File: src/rtl/mem_bus_arbiter.sv
// Purpose: shares one memory port between the fetch channel and the load/store channel.
// Latency: grant in the requester's cycle, mem_req_valid one cycle later, response passes through combinationally.
// Backpressure: mem_* held stable until mem_req_ready; response ready/valid steered straight to the owner.
`timescale 1ns/1ps
module mem_bus_arbiter #(
    parameter int STARVE_LIMIT = 4,
    parameter int CNT_W        = 3
) (
    input  logic        clk,
    input  logic        rst,
    // instruction fetch channel
    input  logic [31:0] inst_req_addr,
    input  logic        inst_req_valid,
    output logic        inst_req_ready,
    output logic [31:0] inst_rdata,
    output logic        inst_resp_valid,
    input  logic        inst_resp_ready,
    // data (load/store) channel
    input  logic [31:0] data_req_addr,
    input  logic        data_req_wen,
    input  logic [31:0] data_req_wdata,
    input  logic [3:0]  data_req_wstrb,
    input  logic        data_req_valid,
    output logic        data_req_ready,
    output logic [31:0] data_rdata,
    output logic        data_resp_valid,
    input  logic        data_resp_ready,
    // memory port
    output logic [31:0] mem_addr,
    output logic        mem_wen,
    output logic [31:0] mem_wdata,
    output logic [3:0]  mem_wstrb,
    output logic        mem_req_valid,
    input  logic        mem_req_ready,
    input  logic [31:0] mem_rdata,
    input  logic        mem_resp_valid,
    output logic        mem_resp_ready,
    output logic        arb_busy
);

    typedef enum logic [2:0] {
        ST_IDLE = 3'b001,
        ST_REQ  = 3'b010,
        ST_RESP = 3'b100
    } state_t;

    typedef enum logic {
        OWN_DATA = 1'b0,
        OWN_INST = 1'b1
    } owner_t;

    localparam bit             STARVE_EN = (STARVE_LIMIT != 0);
    localparam logic [CNT_W-1:0] LIMIT_C = CNT_W'(STARVE_LIMIT);

    state_t           state;
    owner_t           owner;
    logic [CNT_W-1:0] starve_cnt;
    // Low for the first cycle after reset so no handshake can complete in it.
    logic             live;

    logic             can_grant;
    logic             starve_hit;
    logic             grant_inst;
    logic             grant_data;
    logic             in_resp;
    logic             owner_resp_ready;

    // Grant decision: data wins unless no data is pending or the fetch has waited long enough.
    always_comb begin
        starve_hit = STARVE_EN && (starve_cnt == LIMIT_C);
        can_grant  = (state == ST_IDLE) && live && !rst;
        grant_inst = can_grant && inst_req_valid && (!data_req_valid || starve_hit);
        grant_data = can_grant && data_req_valid && !grant_inst;
    end

    // Response steering: only the owner of the outstanding read sees the valid.
    always_comb begin
        in_resp          = (state == ST_RESP) && !rst;
        owner_resp_ready = (owner == OWN_INST) ? inst_resp_ready : data_resp_ready;
        mem_resp_ready   = in_resp && owner_resp_ready;
        inst_resp_valid  = in_resp && (owner == OWN_INST) && mem_resp_valid;
        data_resp_valid  = in_resp && (owner == OWN_DATA) && mem_resp_valid;
        inst_rdata       = mem_rdata;
        data_rdata       = mem_rdata;
        inst_req_ready   = grant_inst;
        data_req_ready   = grant_data;
        mem_req_valid    = (state == ST_REQ) && !rst;
        arb_busy         = (state != ST_IDLE);
    end

    // Transaction FSM with request capture and starvation tracking.
    always_ff @(posedge clk) begin
        if (rst) begin
            state      <= ST_IDLE;
            owner      <= OWN_DATA;
            starve_cnt <= '0;
            live       <= 1'b0;
            mem_addr   <= '0;
            mem_wen    <= 1'b0;
            mem_wdata  <= '0;
            mem_wstrb  <= '0;
        end else begin
            live <= 1'b1;
            case (state)
                ST_IDLE: begin
                    if (grant_inst) begin
                        mem_addr   <= inst_req_addr;
                        mem_wen    <= 1'b0;
                        mem_wdata  <= '0;
                        mem_wstrb  <= '0;
                        owner      <= OWN_INST;
                        starve_cnt <= '0;
                        state      <= ST_REQ;
                    end else if (grant_data) begin
                        mem_addr  <= data_req_addr;
                        mem_wen   <= data_req_wen;
                        mem_wdata <= data_req_wdata;
                        mem_wstrb <= data_req_wstrb;
                        owner     <= OWN_DATA;
                        if (!inst_req_valid) begin
                            starve_cnt <= '0;
                        end else if (starve_cnt != LIMIT_C) begin
                            starve_cnt <= starve_cnt + 1'b1;
                        end
                        state <= ST_REQ;
                    end
                end
                ST_REQ: begin
                    if (mem_req_ready) begin
                        // Stores complete on the request handshake; reads wait for data.
                        state <= (owner == OWN_DATA && mem_wen) ? ST_IDLE : ST_RESP;
                    end
                end
                ST_RESP: begin
                    if (mem_resp_valid && owner_resp_ready) begin
                        state <= ST_IDLE;
                    end
                end
                default: state <= ST_IDLE;
            endcase
        end
    end

endmodule

File: config.mk
export PLATFORM = sky130hd
export DESIGN_NAME = mem_bus_arbiter
export DESIGN_NICKNAME = d
export VERILOG_FILES = /design/src/rtl/mem_bus_arbiter.sv
export SDC_FILE = /design/constraint.sdc
export NUM_CORES = 1
export LEC_CHECK = 0
export BUFFER_PORTS_ARGS = -buffer_cell sky130_fd_sc_hd__buf_2
export CELL_PAD_IN_SITES_DETAIL_PLACEMENT = 0
export CELL_PAD_IN_SITES_GLOBAL_PLACEMENT = 1
export CORE_MARGIN = 8
export CORE_UTILIZATION = 29
export CTS_CLUSTER_DIAMETER = 60
export DETAILED_ROUTE_END_ITERATION = 12
export PLACE_DENSITY = 0.87
export SYNTH_ARGS = -nofsm -noshare
export SYNTH_HDL_FRONTEND = slang
export SYNTH_SLANG_ARGS = --single-unit
File: constraint.sdc
create_clock -name clk -period 4.6 [get_ports clk]
set_clock_uncertainty 0.05 [all_clocks]
set_input_delay 0.69 -clock clk [delete_from_list [all_inputs] [get_ports clk]]
set_output_delay 0.69 -clock clk [all_outputs]
set_load 0.005 [all_outputs]
# Yosys cells after proc, flatten, opt, wreduce, memory -nomap -nowiden
# Index checks and enable logic that the tools add are counted.
dict set report totals {
  out_inout_bits 140
  word_cells 65
  input_bits 141
  register_bits 77
  ramBits 0
  latch_bits 0
  mem_count 0
  rom_bits 0
}
dict set report classes {
  bitwise 1
  n_lt_le_gt_ge 0
  eq_ne 10
  add_sub_neg 1
  shift 0
  reduce_logical 23
  mux 22
  n_div 0
  mul 0
}
# cell count
set ops {}
lappend ops {{$mux 32} 4}
lappend ops {{$mux 3} 9}
lappend ops {{$logic_and 1x1->1} 15}
lappend ops {{$pmux 3 s3} 1}
lappend ops {{$mux 4} 2}
lappend ops {{$eq 3x3->1 const B} 2}
lappend ops {{$mux 1} 6}
lappend ops {{$ne 3x1->1 const B} 2}
lappend ops {{$ne 3x3->1 const B} 2}
lappend ops {{$reduce_and 3->1} 2}
lappend ops {{$add 3x1->3 const B} 1}
lappend ops {{$eq 3x1->1 const B} 1}
lappend ops {{$eq 3x2->1 const B} 1}
lappend ops {{$logic_not 1->1} 3}
lappend ops {{$ne 2x1->1 const B} 1}
lappend ops {{$ne 2x2->1 const B} 1}
lappend ops {{$reduce_and 2->1} 1}
lappend ops {{$reduce_bool 2->1} 1}
lappend ops {{$logic_or 1x1->1} 1}
lappend ops {{$not 1->1} 1}

# Longest topological paths before layout
# Gate-level depths: netlist of the first run.
dict set report logic_depth {
  ltp_word 10
  mapped_depth 8
  mapped_depth_nobuf 7
}

# Least setup slack after synthesis of the first run
# OpenSTA, ideal clock, no wires.
dict set report synth_timing {
  path_type {input to output}
  start {input port rst}
  end {output port inst_req_ready}
  setup_slack_ps 2308
  arrival_time_ps 1552
  path_buffers 2
  required_ps 3860
  path_stages 5
  path_cell_list {buf_4 -> and2b_1 -> nand4_4 -> inv_2 -> buf_6}
}
dict set report synth_via {
  elab_chain_cells 4
}
# item line_no
set synth_rtl {}
lappend synth_rtl {{start: declaration} 10} ;# input logic rst,
lappend synth_rtl {{$logic_not 1->1} 71} ;# can_grant = (state == ST_IDLE) && live && !rst;
lappend synth_rtl {{$logic_and 1x1->1} 71}
lappend synth_rtl {{$logic_and 1x1->1 (2 in series)} 72} ;# grant_inst = can_grant && inst_req_valid && (!data_req_valid || starve_hit);
lappend synth_rtl {{end: declaration} 14} ;# output logic inst_req_ready,
# Every way passes these cells.

# Worst setup path after layout of the first run
dict set report layout_timing {
  start {register state[0]}
  end {output port inst_req_ready}
}
dict set report layout_via {
  elab_chain_cells 5
}
# item line_no
set layout_rtl {}
lappend layout_rtl {{start: declaration} 55} ;# state_t state;
lappend layout_rtl {{start signal: assignment} 131} ;# state <= (owner == OWN_DATA && mem_wen) ? ST_IDLE : ST_RESP;
lappend layout_rtl {{$eq 3x1->1} 71}
lappend layout_rtl {{$logic_and 1x1->1 (2 in series)} 71}
lappend layout_rtl {{$logic_and 1x1->1 (2 in series)} 72}
# Every way passes these cells.

==> results of run 1 <==
[kinds of logic after synthesis]
family                     after synthesis
muxes                                    1
and+or+nand+nor                        145
buffers and inverters                  109
AOI/OAI and AO/OA                      132
DFF                                     77
adders and majority gates                2
[final cells by class]
| type | instances | share of cell area (%) |
|---|---|---|
| Tap cell | 172 | 4.84 |
| Clock buffer | 12 | 5.77 |
| Multi-Input combinational cell | 280 | 31.8 |
| Timing Repair Buffer | 188 | 21.7 |
| Sequential cell | 77 | 34.7 |
| Inverter | 9 | 0.760 |
| Clock inverter | 4 | 0.507 |
[path summary, 6_finish.rpt]
path,from,to
setup / recovery,state[0],inst_req_ready
hold / removal,mem_wdata[18],mem_wdata[18]
hold reg to reg,mem_wdata[18],mem_wdata[18]
setup reg to reg,state[0],mem_wdata[2]
[worst max-delay path: cells and delay by family, from the launching register on]
kind | cells | cell delay (ns)
buffers and inverters | 2 | 0.68
flip-flops | 1 | 0.46
AND/OR/NAND/NOR | 2 | 0.50
[Yosys cell counts]
cell / number / area, sq um
a211oi_1: 1 / 7.51
a21bo_2: 1 / 10.0
a21oi_1: 71 / 355
a311o_1: 1 / 10.0
a31oi_1: 19 / 119
and2_1: 1 / 6.26
and2b_1: 1 / 7.51
and3_1: 4 / 25.0
buf_2: 7 / 35.0
buf_4: 74 / 556
buf_6: 3 / 33.8
clkbuf_1: 16 / 60.1
dfxtp_1: 77 / 1540
ha_1: 2 / 25.0
inv_1: 8 / 30.0
inv_2: 1 / 3.75
mux2i_1: 1 / 10.0
nand2_1: 89 / 334
nand3_1: 39 / 195
nand4_1: 2 / 12.5
nand4_4: 1 / 21.3
nor2_1: 2 / 7.51
nor2b_1: 1 / 6.26
nor3_1: 1 / 5.00
nor3b_1: 1 / 7.51
nor3b_4: 1 / 18.8
nor4_1: 1 / 6.26
nor4b_1: 1 / 8.76
o211a_1: 1 / 10.0
o211ai_1: 2 / 15.0
o21a_1: 1 / 7.51
o21ai_0: 25 / 125
o21ai_1: 8 / 40.0
o22ai_1: 1 / 6.26
o32ai_1: 1 / 8.76
[layer usage]
metal / track usage, % / up-vias / wire (microns)
li1: - / 1718 / -
met1: 14.7 / 1659 / 4560
met2: 22.2 / 160 / 5520
met3: 5.09 / 25 / 930
met4: 6.15 / 0 / 274
met5: 0 / - / 0
[sequential cells by signal (all words and copies together), names as in the netlist]
register	flops
owner	1
mem_wstrb	4
starve_cnt	3
mem_wdata	32
state	3
mem_addr	32
live	1
mem_wen	1
[report_power, final]
| group | switching (mW) | internal [mW] | total (mW) |
|---|---|---|---|
| clock network | 0.272 | 0.392 | 0.664 |
| registers | 0.0191 | 0.704 | 0.723 |
| logic | 0.111 | 0.0938 | 0.205 |
[through the flow]
stage	utilization [%]	power [mW]	setup slack, ns
final	35.7	1.59	1.88
after global routing	35.7	1.67	1.75
after CTS	35.7	1.62	1.86
after detailed placement	33.4	0.945	1.94
after global placement	33.4	0.938	1.97
after floorplan	-	0.888	2.31
[layout by cell type, fill, tap and decap left out, types with 3 or more instances in the layout]
master	netlist	routed
inv_1	8	8
o21ai_0	25	25
buf_4	74	3
a21oi_1	71	71
a31oi_1	19	19
dfxtp_1	77	77
and3_1	4	4
nand2_1	89	89
buf_2	7	184
nand3_1	39	39
clkbuf_16	0	9
clkinv_2	0	3
o21ai_1	8	8
==> Implementation_results.wiki, run 1 <==
{| class="wikitable"
! Metric !! Value
|-
| Share of the synthesized area in compound gates (AO/OA/AOI/OAI) || 19.5%
|-
| Adder-cell area share of the yosys netlist || 0.682%
|-
| TritonCTS Sinks || 77
|-
| Unrepaired setup endpoints after global routing || no
|-
| Hold buffers post-CTS || 0
|-
| Number of diodes added for antenna fixing || 0
|-
| Via count of the first global-routing pass || 3,627
|-
| Arrival time of the worst setup path || 1.98 ns
|-
| Post-synth design cell area || 3670 sq um
|-
| HPWL reported at the end of detailed placement || 7970 microns
|-
| Number of rows in the core area || 41
|-
| Ordered list of cells on the worst path || nor3b_4 -> nand4_4 -> inv_2 -> buf_2
|-
| Filler Cell Count || 1,327
|-
| Average cell area after synthesis || 7.88 sq um
|-
| Simple logic cell fraction of the synthesized area || 18.0%
|-
| Worst hold slack across all endpoints || 0.400 ns
|-
| Setup slack of the worst register-to-register path || 2.18 ns
|-
| Count of instances resized after the clock tree is built || 0
|-
| Actual transition at the worst max-transition pin || 0.960 ns
|-
| Cell depth of the worst min-delay path || 2
|-
| Final period util || 59.0%
|-
| Design Area, Final || 4440 sq um
|-
| Total gr overflow || 0
|-
| Synthesized Nets || 609
|-
| Sequential area share after synthesis || 42.0%
|-
| Max Clock Freq || 368 MHz
|-
| Max Root-Sink Buffers || 2
|-
| Placed cell count || 726
|-
| Drc violations || 0
|-
| Number of antenna-violating nets in the routed design || 0
|-
| Crit path largest cell delay || 0.46 ns
|-
| Largest net degree at the start of global routing || 72
|-
| Crit Path Max Fanout || 34
|-
| Main combinational cell family by area after synthesis || buffers and inverters
|-
| Number of different library cells in the post-synthesis netlist || 35
|-
| Count of cells along the worst register-to-register path || 5
|-
| Number of warnings printed during yosys synthesis || 0
|-
| Total setup buffers inserted after CTS || 0
|-
| Final-stage net count || 708
|-
| Initial antenna violation count || 0
|-
| Setup violators final || 0
|-
| Buffers on Ports || 184
|-
| Clk_lat worst skew || 0.33 ns
|-
| Total global-route track usage || 13.3%
|-
| Die X || 129 microns
|-
| Final cell count without fillers || 742
|-
| CTS clk-pin slew, worst paths || 0.06 ns
|-
| Number of max-cap violations || 0
|-
| DIE AREA || 16,500 sq um
|-
| Cell Area, Placed || 4170 sq um
|-
| Synth-to-layout area growth || 21.1%
|-
| Core footprint || 12,500 sq um
|-
| Number of max-slew violations in the final report || 0
|-
| Multi-input gate area in the final layout || 1410 sq um
|-
| Crit. End Element || primary output
|-
| Clock tree from TritonCTS || yes
|-
| Tmin final || 2.72 ns
|-
| Area share of xor/xnor cells in the synthesized design || 0%
|-
| Detailed-route wire length per cell || 15.2 microns
|-
| Critical path type || flop to primary output
|-
| Gp weighted congestion || 0.762
|-
| Largest vdd supply drop || 0.000190 V
|-
| Die height || 129 microns
|-
| Setup TNS Final || 0 ns
|-
| Via count normalized by instance count || 4.80
|-
| Total wire length after detailed routing || 11,300 microns
|-
| Area used by sequential logic in the layout || 1540 sq um
|-
| Final count of hold timing violations || 0
|-
| Initial cell density of the core || 29.4%
|-
| Fraction of synthesized area in multiplexers || 0.273%
|-
| First-pass GRT wire length || 17,800 microns
|-
| Post-synthesis cell count || 466
|-
| Number of CTS-inserted buffers || 9
|-
| Power Density || 358 nW/um^2
|-
| Vias after detailed routing || 3,562
|-
| Setup crit start kind || flop
|-
| Pre-antenna DRT Iters || 4
|-
| Number of storage elements in the synthesis netlist || 77
|-
| Proportion of layout cells with a drive suffix above 1 || 36.5%
|-
| Endpoint required time on the critical path || 3.86 ns
|-
| Status || completed
|-
| H-tree levels || 3
|-
| Root buf cell || clkbuf_16
|-
| 1st-iter DRT viols || 219
|-
| I/O pin total || 281
|-
| Worst hold-check path type || flop to flop
|-
| Leakage power total || 2.11 nW
|-
| Worst slew margin relative to its limit || 35.9%
|-
| CP max stage cell || dfxtp_1
|}
No activity file was read; power rests on OpenSTA's default activity.
==> inputs of run 2 (changes only) <==
CORE_UTILIZATION = 26   (was 29)
PLACE_DENSITY = 0.79   (was 0.87)
clock period = 2.71 ns   (was 4.6 ns; I/O delays follow)
==> run 2 against run 1 <==
  * Combinational power is 73% higher
  * Worst hold slack worse by 0.14 ns
  * Via count shrank 1.7%
  * Die area increased by 10%
  * Setup slack got worse by 1.3 ns
  * Sequential share of layout area is 0.83 points lower
  * Register-to-register slack lost 1.5 ns
  * First-iteration DRC count down 18%
  * Final cell count increased by 2.0%
  * Largest power group is now clock
  * Clock power is 97% higher
  * Power up 82%
  * Utilization shrank 2.7 points
==> Implementation_results.wiki, run 2 (synthesis results as in run 1) <==
{| class="wikitable"
! Metric !! Value
|-
| Status || completed
|-
| Proportion of layout cells with a drive suffix above 1 || 36.9%
|-
| Drc violations || 0
|-
| Clock tree from TritonCTS || yes
|-
| First-pass GRT wire length || 18,500 microns
|-
| Synth-to-layout area growth || 24.0%
|-
| Initial cell density of the core || 26.5%
|-
| Setup violators final || 0
|-
| Worst slew margin relative to its limit || 67.6%
|-
| Final-stage net count || 713
|-
| Design Area, Final || 4550 sq um
|-
| Final cell count without fillers || 757
|-
| Largest regs || mem_addr x32, mem_wdata x32, mem_wstrb x4
|-
| Placed cell count || 739
|-
| Max Clock Freq || 478 MHz
|-
| Cell Area, Placed || 4220 sq um
|-
| Root buf cell || clkbuf_16
|-
| Tmin final || 2.09 ns
|-
| Initial antenna violation count || 2
|-
| Commonest non-fill, non-tap cell in the layout || buf_2
|-
| Unrepaired setup endpoints after global routing || no
|-
| TritonCTS Sinks || 77
|-
| Final cell utilization of the core || 32.9%
|-
| Clk_lat worst skew || 0.32 ns
|-
| Number of max-cap violations || 0
|-
| H-tree levels || 3
|-
| Setup slack of the worst register-to-register path || 0.71 ns
|-
| 1st-iter DRT viols || 179
|-
| Total gr overflow || 0
|-
| Max Root-Sink Buffers || 2
|-
| Largest net degree at the start of global routing || 46
|-
| Via count of the first global-routing pass || 3,704
|-
| Final count of hold timing violations || 0
|-
| Sequential share of power || 42.5%
|-
| Worst hold-check path type || input pin to flop
|-
| Total wire length after detailed routing || 11,400 microns
|-
| Count of instances resized after the clock tree is built || 0
|-
| Most frequent cells in the layout || buf_2, nand2_1, dfxtp_1
|-
| Setup crit start kind || flop
|-
| Number of max-slew violations in the final report || 0
|-
| Largest vdd supply drop || 0.000311 V
|-
| Crit Path Max Fanout || 8
|-
| Via count normalized by instance count || 4.62
|-
| Die X || 135 microns
|-
| Number of CTS-inserted buffers || 9
|-
| Fraction of power spent switching nets || 23.4%
|-
| Final total power || 2.90 mW
|-
| Cell internal power dissipation || 2.22 mW
|-
| Actual transition at the worst max-transition pin || 0.487 ns
|-
| Part of the total power dissipated in the clock network || 45.3%
|-
| Hold buffers post-CTS || 0
|-
| Setup TNS Final || 0 ns
|-
| Endpoint required time on the critical path || 2.25 ns
|-
| Power Density || 636 nW/um^2
|-
| Arrival time of the worst setup path || 1.64 ns
|-
| Sw power || 678 uW
|-
| Number of rows in the core area || 43
|-
| Detailed-route wire length per cell || 15.1 microns
|-
| DIE AREA || 18,200 sq um
|-
| Core footprint || 13,800 sq um
|-
| Total global-route track usage || 12.4%
|-
| Crit. End Element || primary output
|-
| Number of antenna-violating nets in the routed design || 0
|-
| Critical path type || flop to primary output
|-
| Pre-antenna DRT Iters || 4
|-
| Total setup buffers inserted after CTS || 0
|-
| HPWL reported at the end of detailed placement || 8470 microns
|-
| Die height || 135 microns
|-
| Filler Cell Count || 1,465
|-
| Buffers on Ports || 184
|-
| Share of power burned in combinational logic || 12.3%
|-
| Vias after detailed routing || 3,501
|-
| Gp weighted congestion || 0.737
|-
| Final period util || 77.2%
|-
| CTS clk-pin slew, worst paths || 0.06 ns
|-
| Leakage power total || 2.16 nW
|-
| I/O pin total || 281
|}
run 2: changes by cell type in the layout (fill, tap and decap cells not counted), sizes merged:
cell	delta
diode	+2
clkinv	-3
bufinv	+2
clkbuf	+1
buf	+5
run 2: power groups by stage:
stage / Combinational [mW] / Clock (mW) / Sequential, mW
after CTS: 0.362 / 1.36 / 1.23
final: 0.355 / 1.31 / 1.23
after global routing: 0.399 / 1.42 / 1.24
after global placement: 0.354 / 0 / 1.25
after detailed placement: 0.361 / 0 / 1.25
after floorplan: 0.252 / 0 / 1.25
run 2: path summary, 6_finish.rpt:
kind	from	to	cells after the start
hold / removal	data_req_addr[26]	mem_addr[26]	3
setup / recovery	state[0]	data_req_ready	4
setup reg to reg	state[0]	mem_addr[10]	5
hold reg to reg	mem_wdata[14]	mem_wdata[14]	2
run 2: area by class of cell:
| type | count | area (sq um) | area share, % |
|---|---|---|---|
| Clock inverter | 3 | 67.6 | 1.48 |
| Timing Repair Buffer | 193 | 1000 | 22.0 |
| Sequential cell | 77 | 1540 | 33.9 |
| Antenna cell | 2 | 5.00 | 0.110 |
| Tap cell | 180 | 225 | 4.95 |
| Clock buffer | 13 | 260 | 5.72 |
| Inverter | 9 | 33.8 | 0.742 |
| Multi-Input combinational cell | 280 | 1420 | 31.2 |
run 2: critical path: stages, from the launching register on:
cell,delay (ns)
dfxtp_1,0.45
nor3b_4,0.36
and2_1,0.21
and3_1,0.17
buf_2,0.12
run 2: metal layers:
metal | vias to the layer above | wire length, microns | GRT usage (%)
li1 | 1730 | - | -
met1 | 1621 | 4480 | 12.9
met2 | 119 | 5670 | 21.1
met3 | 31 | 937 | 4.94
met4 | 0 | 323 | 6.67
met5 | - | 0 | 0
run 2: metrics by stage:
| step | setup slack (ns) | hold WS [ns] |
|---|---|---|
| floorplan | 0.985 | 0.398 |
| global placement | 0.738 | 0.387 |
| detailed placement | 0.692 | 0.393 |
| CTS | 0.588 | 0.242 |
| global route | 0.523 | 0.252 |
| finish | 0.617 | 0.258 |
==> inputs of run 3 (changes only) <==
CORE_UTILIZATION = 24   (was 26)
PLACE_DENSITY = 0.77   (was 0.79)
clock period = 1.8 ns   (was 2.71 ns; I/O delays follow)
==> run 3 against run 2 <==
  * Power grew 41%
  * Wire length increased by 6.1%
  * Non-clock buffer count grew 13
  * Setup slack got worse by 0.56 ns
  * Critical path depth rose by 1
  * Combinational power grew 68%
  * First-iteration DRC count is 11% lower
  * Utilization is 1.7 points lower
  * Largest cell class unchanged
==> Implementation_results.wiki, run 3 (synthesis results as in run 1) <==
{| class="wikitable"
! Metric !! Value
|-
| Number of max-slew violations in the final report || 0
|-
| CTS clk-pin slew, worst paths || 0.05 ns
|-
| Total wire length after detailed routing || 12,100 microns
|-
| Endpoint required time on the critical path || 1.48 ns
|-
| Most frequent cells in the layout || buf_2, nand2_1, dfxtp_1
|-
| Total gr overflow || 0
|-
| Setup violators final || 0
|-
| Final period util || 96.6%
|-
| H-tree levels || 3
|-
| Crit. End Element || primary output
|-
| Crit Path Max Fanout || 4
|-
| Proportion of layout cells with a drive suffix above 1 || 39.1%
|-
| Pre-antenna DRT Iters || 4
|-
| Actual transition at the worst max-transition pin || 0.418 ns
|-
| Status || completed
|-
| Filler Cell Count || 1,667
|-
| Detailed-route wire length per cell || 15.6 microns
|-
| Leakage power total || 2.24 nW
|-
| Initial cell density of the core || 24.3%
|-
| Vias after detailed routing || 3,483
|-
| HP Start || data_req_addr[31]
|-
| Setup crit start kind || flop
|-
| Hold Crit Endpoint || mem_addr[31]
|-
| Cell depth of the worst min-delay path || 3
|-
| Number of antenna-violating nets in the routed design || 0
|-
| TritonCTS Sinks || 77
|-
| Clock tree from TritonCTS || yes
|-
| First-pass GRT wire length || 18,900 microns
|-
| Buffers on Ports || 184
|-
| Crit path from || state[1]
|-
| Final total power || 4.07 mW
|-
| Setup TNS Final || 0 ns
|-
| Tmin final || 1.74 ns
|-
| Setup Slack @ Placement || -0.0152 ns
|-
| Placed cell count || 755
|-
| Final count of hold timing violations || 0
|-
| Final cell count without fillers || 776
|-
| Die height || 140 microns
|-
| Root buf cell || clkbuf_16
|-
| Worst slew margin relative to its limit || 72.1%
|-
| Synth-to-layout area growth || 28.5%
|-
| Arrival time of the worst setup path || 1.42 ns
|-
| Drc violations || 0
|-
| HPWL reported at the end of detailed placement || 8360 microns
|-
| Initial antenna violation count || 0
|-
| Number of CTS-inserted buffers || 9
|-
| Core footprint || 15,100 sq um
|-
| 1st-iter DRT viols || 160
|-
| Clk_lat worst skew || 0.33 ns
|-
| Power Density || 863 nW/um^2
|-
| Gp weighted congestion || 0.715
|-
| Count of cells along the worst register-to-register path || 8
|-
| Unrepaired setup endpoints after global routing || yes
|-
| Commonest non-fill, non-tap cell in the layout || buf_2
|-
| Reg2reg end || mem_addr[25]
|-
| Number of max-cap violations || 0
|-
| Setup slack of the worst register-to-register path || 0.15 ns
|-
| Largest regs || mem_addr x32, mem_wdata x32, mem_wstrb x4
|-
| Worst hold-check path type || input pin to flop
|-
| Startpoint of the most critical register-to-register path || state[1]
|-
| Final-stage net count || 727
|-
| I/O pin total || 281
|-
| Largest net degree at the start of global routing || 58
|-
| DIE AREA || 19,500 sq um
|-
| Largest vdd supply drop || 0.000370 V
|-
| Number of rows in the core area || 45
|-
| Number of diodes added for antenna fixing || 0
|-
| Die X || 140 microns
|-
| Fin worst setup slack || 0.0610 ns
|-
| Total global-route track usage || 12.0%
|-
| Max Root-Sink Buffers || 2
|-
| Max Clock Freq || 575 MHz
|-
| Via count normalized by instance count || 4.49
|-
| Critical path type || flop to primary output
|-
| Via count of the first global-routing pass || 3,541
|}
run 3: cell types whose count changed in the layout (fill, tap and decap cells not counted), sizes merged:
cell,previous run,this run
inv,9,10
diode,2,0
clkinvlp,1,0
bufinv,2,0
buf,193,205
clkinv,0,2
clkbuf,13,14
run 3: what timing repair did:
item,in CTS,in global routing
pin swaps,3,1
gates resized for setup,8,4
hold buffers,0,0
setup buffers,3,1
hold endpoints to repair,0,0
endpoints found under the setup margin,9,32
cloned,1,1
run 3: layout make-up:
cell class / count / area (sq um) / area share, %
multi-input combinational: 280 / 1440 / 30.6
tap: 188 / 235 / 4.99
clock buffer: 13 / 250 / 5.31
clock inverter: 2 / 10.0 / 0.212
timing repair inverter: 1 / 6.26 / 0.133
inverter: 9 / 41.3 / 0.875
sequential: 77 / 1540 / 32.7
timing repair buffer: 206 / 1190 / 25.1
run 3: worst max-delay path by stage:
stage	endpoint	slack [ns]	cells past startpoint
after floorplan	mem_wdata[15]	0.22	7
after global placement	mem_addr[23]	0.009	8
after detailed placement	mem_addr[25]	-0.02	8
after CTS	inst_req_ready	-0.009	5
after global routing	data_req_ready	-0.02	5
final	data_req_ready	0.06	5
run 3: routing by layer:
layer  share of wire, %  routed length (microns)  track usage, %
met1                 44                     5290            14.2
met2                 48                     5780            19.4
met3                6.0                      727            3.15
met4                2.7                      323            7.03
met5                  0                        0               0
run 3: report_power, final:
group          switching [mW]  internal, mW  total [mW]
registers              0.0445          1.80        1.84
logic                   0.307         0.288       0.595
clock network           0.673         0.960        1.63
run 3: metrics by stage:
stage / utilization (%) / hold slack (ns) / area [sq um]
floorplan: - / 0.354 / 3670
global placement: 28.8 / 0.385 / 4350
detailed placement: 28.8 / 0.393 / 4350
CTS: 30.9 / 0.0990 / 4670
global route: 31.3 / 0.117 / 4720
finish: 31.3 / 0.122 / 4720
run 3: critical path: stages (launching register included):
cell and delay, ns:
dfxtp_2 0.35, nor3b_4 0.20, buf_6 0.12, and2_4 0.13, and3_4 0.17, buf_2 0.11
